File: src/rtl/ldo_thermo_controller.sv
// ldo_thermo_controller: adaptive-step thermometer loop driving active-low pass-cell gates (ports: clock, rst, en, cmp_up/cmp_dn in; vg, code, sat_hi, sat_lo, locked, cmp_err out)
module ldo_thermo_controller #(
  parameter int N_CELLS        = 32,
  parameter int CNT_W          = 6,
  parameter int BOOST_RUN      = 4,
  parameter int MAX_STEP       = 8,
  parameter int LOCK_REVERSALS = 4
) (
  input  logic               clock,
  input  logic               rst,
  input  logic               en,
  input  logic               cmp_up,
  input  logic               cmp_dn,
  output logic [N_CELLS-1:0] vg,
  output logic [CNT_W-1:0]   code,
  output logic               sat_hi,
  output logic               sat_lo,
  output logic               locked,
  output logic               cmp_err
);
  typedef enum logic [1:0] {DIR_NONE, DIR_UP, DIR_DN} dir_t;
  localparam logic [CNT_W:0]   NC  = (CNT_W+1)'(N_CELLS);
  localparam logic [CNT_W-1:0] ONE = CNT_W'(1);
  localparam logic [CNT_W-1:0] BR  = CNT_W'(BOOST_RUN);
  localparam logic [CNT_W-1:0] MS  = CNT_W'(MAX_STEP);
  localparam logic [CNT_W-1:0] LR  = CNT_W'(LOCK_REVERSALS);
  logic               r_up_q, r_dn_q;
  logic [CNT_W-1:0]   r_code, r_step, r_run, r_rev;
  dir_t               r_dir;
  logic               r_locked, r_err, r_sat_hi, r_sat_lo;
  logic [N_CELLS-1:0] r_vg;
  logic               w_up, w_dn, w_inv, w_same, w_sat_req;
  dir_t               w_dir_req, w_dir_nx;
  logic [CNT_W-1:0]   w_amt, w_run_inc, w_step_dbl, w_step_boost;
  logic [CNT_W:0]     w_sum, w_up_c, w_dn_c;
  logic [CNT_W-1:0]   w_clamped, w_code_nx, w_step_nx, w_run_nx, w_rev_nx;
  logic               w_locked_nx, w_err_nx;
  logic [N_CELLS-1:0] w_vg_nx;
  assign w_up      = r_up_q & ~r_dn_q;
  assign w_dn      = ~r_up_q & r_dn_q;
  assign w_inv     = ~(w_up | w_dn);
  assign w_dir_req = w_up ? DIR_UP : DIR_DN;
  assign w_same    = (r_dir == DIR_NONE) || (r_dir == w_dir_req);
  assign w_sat_req = (w_up && {1'b0, r_code} == NC) || (w_dn && r_code == '0);
  // a reversal always moves by one cell regardless of the accumulated step
  assign w_amt     = w_same ? r_step : ONE;
  // one extra bit of headroom so an overshoot clamps instead of wrapping
  assign w_sum     = {1'b0, r_code} + {1'b0, w_amt};
  assign w_up_c    = (w_sum > NC) ? NC : w_sum;
  assign w_dn_c    = (w_amt > r_code) ? '0 : {1'b0, r_code} - {1'b0, w_amt};
  assign w_clamped = w_up ? CNT_W'(w_up_c) : CNT_W'(w_dn_c);
  assign w_run_inc    = r_run + ONE;
  assign w_step_dbl   = {r_step[CNT_W-2:0], 1'b0};
  assign w_step_boost = (w_step_dbl > MS) ? MS : w_step_dbl;
  always_comb begin
    w_code_nx   = r_code;
    w_step_nx   = r_step;
    w_run_nx    = r_run;
    w_rev_nx    = r_rev;
    w_dir_nx    = r_dir;
    w_locked_nx = r_locked;
    w_err_nx    = 1'b0;
    if (!en) begin
      w_code_nx   = '0;
      w_step_nx   = ONE;
      w_run_nx    = '0;
      w_rev_nx    = '0;
      w_dir_nx    = DIR_NONE;
      w_locked_nx = 1'b0;
    end else if (w_inv) begin
      w_step_nx = ONE;
      w_run_nx  = '0;
      w_err_nx  = 1'b1;
    end else if (w_sat_req) begin
      w_dir_nx = w_dir_req;
    end else if (w_same) begin
      w_code_nx   = w_clamped;
      w_run_nx    = (w_run_inc == BR) ? '0 : w_run_inc;
      w_step_nx   = (w_run_inc == BR) ? w_step_boost : r_step;
      w_rev_nx    = '0;
      w_dir_nx    = w_dir_req;
      w_locked_nx = (r_dir == DIR_NONE) ? r_locked : 1'b0;
    end else begin
      w_code_nx   = w_clamped;
      w_step_nx   = ONE;
      w_run_nx    = ONE;
      w_dir_nx    = w_dir_req;
      // only back-to-back unit-step reversals build up toward lock
      w_rev_nx    = (r_step != ONE) ? ONE : (r_rev == LR) ? LR : r_rev + ONE;
      w_locked_nx = (w_rev_nx == LR);
    end
  end
  for (genvar i = 0; i < N_CELLS; i++) begin : g_vg
    assign w_vg_nx[i] = ~({1'b0, w_code_nx} > (CNT_W+1)'(i));
  end
  always_ff @(posedge clock or posedge rst) begin
    if (rst) begin
      r_up_q <= 1'b0;
      r_dn_q <= 1'b0;
    end else begin
      r_up_q <= cmp_up;
      r_dn_q <= cmp_dn;
    end
  end
  always_ff @(posedge clock or posedge rst) begin
    if (rst) begin
      r_code   <= '0;
      r_step   <= ONE;
      r_run    <= '0;
      r_rev    <= '0;
      r_dir    <= DIR_NONE;
      r_locked <= 1'b0;
      r_err    <= 1'b0;
      r_sat_hi <= 1'b0;
      r_sat_lo <= 1'b1;
      r_vg     <= '1;
    end else begin
      r_code   <= w_code_nx;
      r_step   <= w_step_nx;
      r_run    <= w_run_nx;
      r_rev    <= w_rev_nx;
      r_dir    <= w_dir_nx;
      r_locked <= w_locked_nx;
      r_err    <= w_err_nx;
      r_sat_hi <= ({1'b0, w_code_nx} == NC);
      r_sat_lo <= (w_code_nx == '0);
      r_vg     <= w_vg_nx;
    end
  end
  assign vg      = r_vg;
  assign code    = r_code;
  assign sat_hi  = r_sat_hi;
  assign sat_lo  = r_sat_lo;
  assign locked  = r_locked;
  assign cmp_err = r_err;
endmodule

File: config.mk
export PLATFORM = sky130hd
export DESIGN_NAME = ldo_thermo_controller
export DESIGN_NICKNAME = d
export VERILOG_FILES = /design/src/rtl/ldo_thermo_controller.sv
export SDC_FILE = /design/constraint.sdc
export NUM_CORES = 1
export LEC_CHECK = 0
export ABC_AREA = 1
export CAP_MARGIN = 20
export CORE_ASPECT_RATIO = 1.5
export CORE_MARGIN = 2
export CORE_UTILIZATION = 40
export CTS_CLUSTER_SIZE = 16
export DETAILED_ROUTE_END_ITERATION = 16
export PLACE_DENSITY = 0.71
export SETUP_SLACK_MARGIN = 0.3
export SLEW_MARGIN = 20
export SYNTH_ARGS = -nofsm -noshare
export SYNTH_HDL_FRONTEND = slang
export SYNTH_SLANG_ARGS = --single-unit
File: constraint.sdc
create_clock -name clock -period 3.2 [get_ports clock]
set_input_delay 0.32 -clock clock [delete_from_list [all_inputs] [get_ports clock]]
set_output_delay 0.32 -clock clock [all_outputs]
set_load 0.05 [all_outputs]
# After elaboration in Yosys (flattened, before gate mapping)
# Cells that the tools add are included.
# classes
n_addsub,4
n_mul,0
div_mod_pow,0
order_cmp,35
eq_ne,12
shift,0
n_mux,34
n_bitwise,37
n_reduce_logical,10
# op_table
op,count
$mux W6,24
$gt A6 B5 Y1 const B,16
$gt A6 B4 Y1 const B,9
$not A1 Y1,34
$gt A6 B3 Y1 const B,4
$eq A6 B3 Y1 const B,3
$add A6 B1 Y6 const B,2
$eq A6 B6 Y1 const B,2
$gt A6 B1 Y1 const B,2
$gt A6 B2 Y1 const B,2
$logic_not A6 Y1,2
$add A6 B6 Y7,1
$gt A7 B6 Y1 const B,1
$mux W1,7
$gt A6 B6 Y1,1
$mux W2,3
$ne A3 B3 Y1 const B,2
$ne A6 B1 Y1 const B,1
$sub A6 B6 Y6,1
$ne A4 B3 Y1 const B,1
$reduce_and A2 Y1,2
$reduce_and A3 Y1,1
$and A1 B1 Y1,2
$eq A2 B2 Y1,1
other kinds (6),8
# totals
ff_bits,64
latchBits,0
mem_bits_rw,0
mem_bits_ro,0
input_bits,5
output_inout_bits,42
word_cells,144
n_memories,0

# Longest topological paths before layout
# depth
word_depth,15
depth_mapped,26
mapped_depth_nobuf,24

# Worst setup path before layout
# OpenSTA, ideal clock, no wires.
# synth_timing
kind,flip-flop to flip-flop
start,register r_up_q
end,register r_vg[4] (netlist: vg[4])
setup_ns,0.073
t_arrival_ns,2.940
required_ns,3.127
slack_ns,0.187
stages_incl_launch_ff,22
path_buffers,1
synth_period_minus_slack_ns,3.013
path_cell_list,dfrtp_1 > ha_1 > clkbuf_8 > o21ai_1 > inv_1 > nand2_1 > ha_1 > inv_1 > fa_1 > nand3_1 > nand2_1 > nand2_1 > nand2_1 > a21oi_4 > nor2_1 > nand2_2 > nand2_2 > nand2_4 > nand2_4 > nor2_4 > inv_2 > a21oi_1
# synth_via
elab_chain_len,14
word_cells_on_any_way,23
classes_between,2 x add/sub; 3 x order compare; 1 x eq/ne; 8 x mux; 5 x bitwise; 4 x reduce/logical
# synth_rtl
element,line_no,rtl
from (decl),27,"logic r_up_q, r_dn_q;"
from (signal assigned),101,r_up_q <= cmp_up;
$and A1 B1 Y1,39,assign w_up = r_up_q & ~r_dn_q;
$mux W2,42,assign w_dir_req = w_up ? DIR_UP : DIR_DN;
$eq A2 B2 Y1,43,assign w_same = (r_dir == DIR_NONE) || (r_dir == w_dir_req);
$logic_or A1 B1 Y1,43,
$mux W6,46,assign w_amt = w_same ? r_step : ONE;
$add A6 B6 Y7,48,"assign w_sum = {1'b0, r_code} + {1'b0, w_amt};"
$gt A7 B6 Y1,49,assign w_up_c = (w_sum > NC) ? NC : w_sum;
$mux W6,49,
$mux W6,51,assign w_clamped = w_up ? CNT_W'(w_up_c) : CNT_W'(w_dn_c);
$mux W6,74,end else if (w_sat_req) begin
$mux W6 (*),70,end else if (w_inv) begin
$mux W6 (*),63,if (!en) begin
$gt A6 B3 Y1 (*),94,"assign w_vg_nx[i] = ~({1'b0, w_code_nx} > (CNT_W+1)'(i));"
$not A1 Y1 (*),94,
named net w_vg_nx[4],38,logic [N_CELLS-1:0] w_vg_nx;
to (signal assigned),127,r_vg <= w_vg_nx;
to (decl),31,logic [N_CELLS-1:0] r_vg;
# Mark *: on every way through the listed nets, which the timed path passes. The rest lies on a longest branch.
# A chain may end at the register's enable or synchronous reset.

# Final worst setup path
# layout_timing
start,register r_up_q
end,register r_rev[1]
# layout_via
elab_chain_len,8
word_cells_on_any_way,17
classes_between,3 x eq/ne; 5 x mux; 4 x bitwise; 5 x reduce/logical
# layout_rtl
element,line_no,rtl
$and A1 B1 Y1,39,
$mux W2,42,
$eq A2 B2 Y1,43,
$logic_or A1 B1 Y1,43,
$mux W6,76,end else if (w_same) begin
$mux W6,74,
$mux W6,70,
$mux W6,63,
to (signal assigned),121,r_rev <= w_rev_nx;
to (decl),28,"logic [CNT_W-1:0] r_code, r_step, r_run, r_rev;"
# Parallel ways exist; a longest one is shown, timed or not. The select of a mux whose other input is x is not followed.

==> out/qor.yml <==
worst_setup_path:
  worstSetupStartpointType: "register"
  required_ps: 3440
  endpoint_kind: "register"
  cp_data_arrival_time_ps: 3300
  worst-path-max-fanout: 7
  path_class: "reg2reg"
drt:
  post_drt_wl_per_cell_um: 16.3
  via_per_inst: 5.28
  drtIter0Drc: 134
  drt_first_pass_iters: 5
  post-route-drc-count: 0
  vias: 3288
  ant_nets: 0
  wirelength_um: 10200
global_routing:
  grt_antenna_before_repair: 0
  grt_pass1_vias: 3335
  grt_util_all_layers_pct: 21.0
  overflow: 0
  grt_max_degree: 41
  grt_pass1_wl_um: 15800
timing:
  hold_violations: 0
  fin_skew_ps: 4.30
  finalCritPeriodShare_pct: 95.8
  rsz0062_at_grt: "true"
  slew_headroom_pct: 41.7
  slew_violations: 0
  fmax_mhz: 326
  period_minus_slack_ps: 3070
  setup_viol: 0
  fin_setup_tns_ps: 0
  tightestPinTransition_ps: 873
logic_synthesis:
  syn_area_um2: 3670
  ys_warn_count: 0
  synth_nets: 450
  async_reset_ff_share_pct: 100
  syn_area_per_cell_um2: 8.63
  ys_top_cells_by_area: "dfstp_2, dfrtp_1, nand2_1"
  synth_top_cell_area_share_pct: 23.7
  synth_edf_count: 0
  ys_seq_elements: 63
  yosys.area.top_type: "dfstp_2"
  synth-seq-area-share_pct: 44.1
  ys_types: 37
  synthCells: 425
  synth_ff_type: "dfstp_2"
placement:
  port-buffer-count: 46
  placed_area_um2: 4240
  detailed_place_hpwl_um: 6910
  gp_congestion: 0.875
floorplanning:
  ioPinCount: 47
  die_width_um: 82.2
  num_rows: 42
  dieArea_um2: 9960
  start_util_pct: 41.3
  design.core.area_um2: 8880
  die_h_um: 121
clocking:
  clk_pin_slew_worst_paths_ps: 50
  htree_levels: 3
  clk_path_buf_depth: 2
  cts_tree: "built"
  root_buffer: "clkbuf_16"
  clock-sinks: 63
  cts_hold_buf: 0
  cts_made_buffers: 9
  clock_latency_ps: 330
cells_and_area:
  finish.net_count: 533
  diodes: 0
  final_cell_mix: "nand2_1, inv_1, clkdlybuf4s50_1"
  layout_commonest_cell: "nand2_1"
  area_delta_synth_final_pct: 41.3
  design_area_um2: 5180
  n_fill_cell: 691
  regArea_um2: 1620
  multiInputGateArea_um2: 2130
  drive_gt1_share_pct: 41.5
power:
  p_per_area_nw_per_um2: 1060
  ir_drop_mv: 0.663
  swShare_pct: 48.5
  p_int_w: 0.00283
  p_comb_share_pct: 60.7
  p_clk_share_pct: 16.3
  power_switching_w: 0.00267
  p_leak_nw: 2.30
  power_frac_seq_pct: 23.0
min_path:
  hold_path.class: "in2reg"
outcome:
  outcome: "finished clean"
flow_run:
  maxCapViolCount: 0
-- Yosys cell counts, types with 7 or more instances --
cell type / count
a21oi_1: 9
dfrtp_1: 30
dfstp_2: 33
ha_1: 18
inv_1: 61
inv_2: 11
nand2_1: 83
nand2_2: 11
nand2_4: 10
nand3_1: 35
nand4_1: 7
nor2_1: 39
nor2_2: 8
o21ai_0: 7
o22ai_1: 8
xor2_1: 7
-- cell type report --
cell class	instances	share of cell area [%]
multi-input cells	285	41.1
flip-flops and latches	63	31.2
repair buffers	77	14.2
inverters	72	5.27
clock buffers	9	4.35
well taps	110	2.66
clock inverters	7	1.11
-- critical path: stages (launching register included) --
cell and delay, ps:
dfrtp_1 410, ha_4 190, o21ai_4 290, inv_2 100, buf_4 150, buf_6 100, buf_4 120, buf_4 130
buf_4 120, buf_4 120, buf_4 120, buf_4 130, buf_4 120, buf_4 120, buf_6 110, nor2_4 160
buf_6 140, nand2_8 70, o32ai_2 260
-- sequential cells by signal, indices dropped and copies added (netlist names) --
signal	cells
r_dir	2
r_step	6
r_run	6
sat_hi	1
vg	32
r_dn_q	1
code	6
r_up_q	1
locked	1
cmp_err	1
r_rev	6
-- power groups by stage --
| stage | clock, W | combinational [W] | sequential, W |
|---|---|---|---|
| global placement | 0 | 0.00262 | 0.00126 |
| detailed placement | 0 | 0.00264 | 0.00126 |
| global route | 0.000952 | 0.00354 | 0.00128 |
| floorplan | 0 | 0.00131 | 0.00190 |
| finish | 0.000898 | 0.00334 | 0.00126 |
| CTS | 0.000912 | 0.00291 | 0.00126 |
-- timing repair --
action / CTS / global route
buffers inserted: 16 / 12
cloned: 0 / 0
resized for setup: 44 / 58
pin swaps: 16 / 40
setup endpoints to repair: 33 / 42
-- worst paths after layout --
kind	startpoint	endpoint	slack (ps)	depth (start not counted)
max reg2reg	r_up_q$_DFF_PP0_	r_rev[1]$_DFFE_PP0P_	130	18
min reg2reg	locked$_DFFE_PP0P_	locked$_DFFE_PP0P_	500	2
min in group asynchronous	rst	sat_hi$_DFF_PP0_	500	2
max in group asynchronous	rst	vg[2]$_DFF_PP1_	1830	3
max	r_up_q$_DFF_PP0_	r_rev[1]$_DFFE_PP0P_	130	18
min	cmp_dn	r_dn_q$_DFF_PP0_	480	1
-- per-stage QoR --
stage | utilization [%] | total power [W] | cells | hold slack [ps] | setup slack, ps
3_3_place_gp | 47.8 | 0.00388 | 579 | 470 | 84.9
4_1_cts | 54.4 | 0.00508 | 611 | 471 | 254
6_report | 58.3 | 0.00550 | 623 | 479 | 134
3_5_place_dp | 47.8 | 0.00390 | 579 | 483 | 9.96
5_1_grt | 58.3 | 0.00577 | 623 | 480 | 4.48
2_1_floorplan | - | 0.00321 | 425 | 351 | 310
-- cell families after synthesis --
group / share of synthesized area (%)
buffers and inverters: 8.87
xor gates and xnor gates: 1.67
adders and majority gates: 7.24
and+or+nand+nor: 29.4
AOI/OAI and AO/OA: 8.74
DFF: 44.1
-- layer usage --
metal / wire (um) / vias to the layer above / track usage, %
met5: 0 / - / 0
met4: 482 / 0 / 10.8
met3: 431 / 45 / 3.79
met2: 5630 / 123 / 37.0
met1: 3600 / 1597 / 23.4
li1: - / 1523 / -
Note: power is estimated with default switching activity, not from simulation.
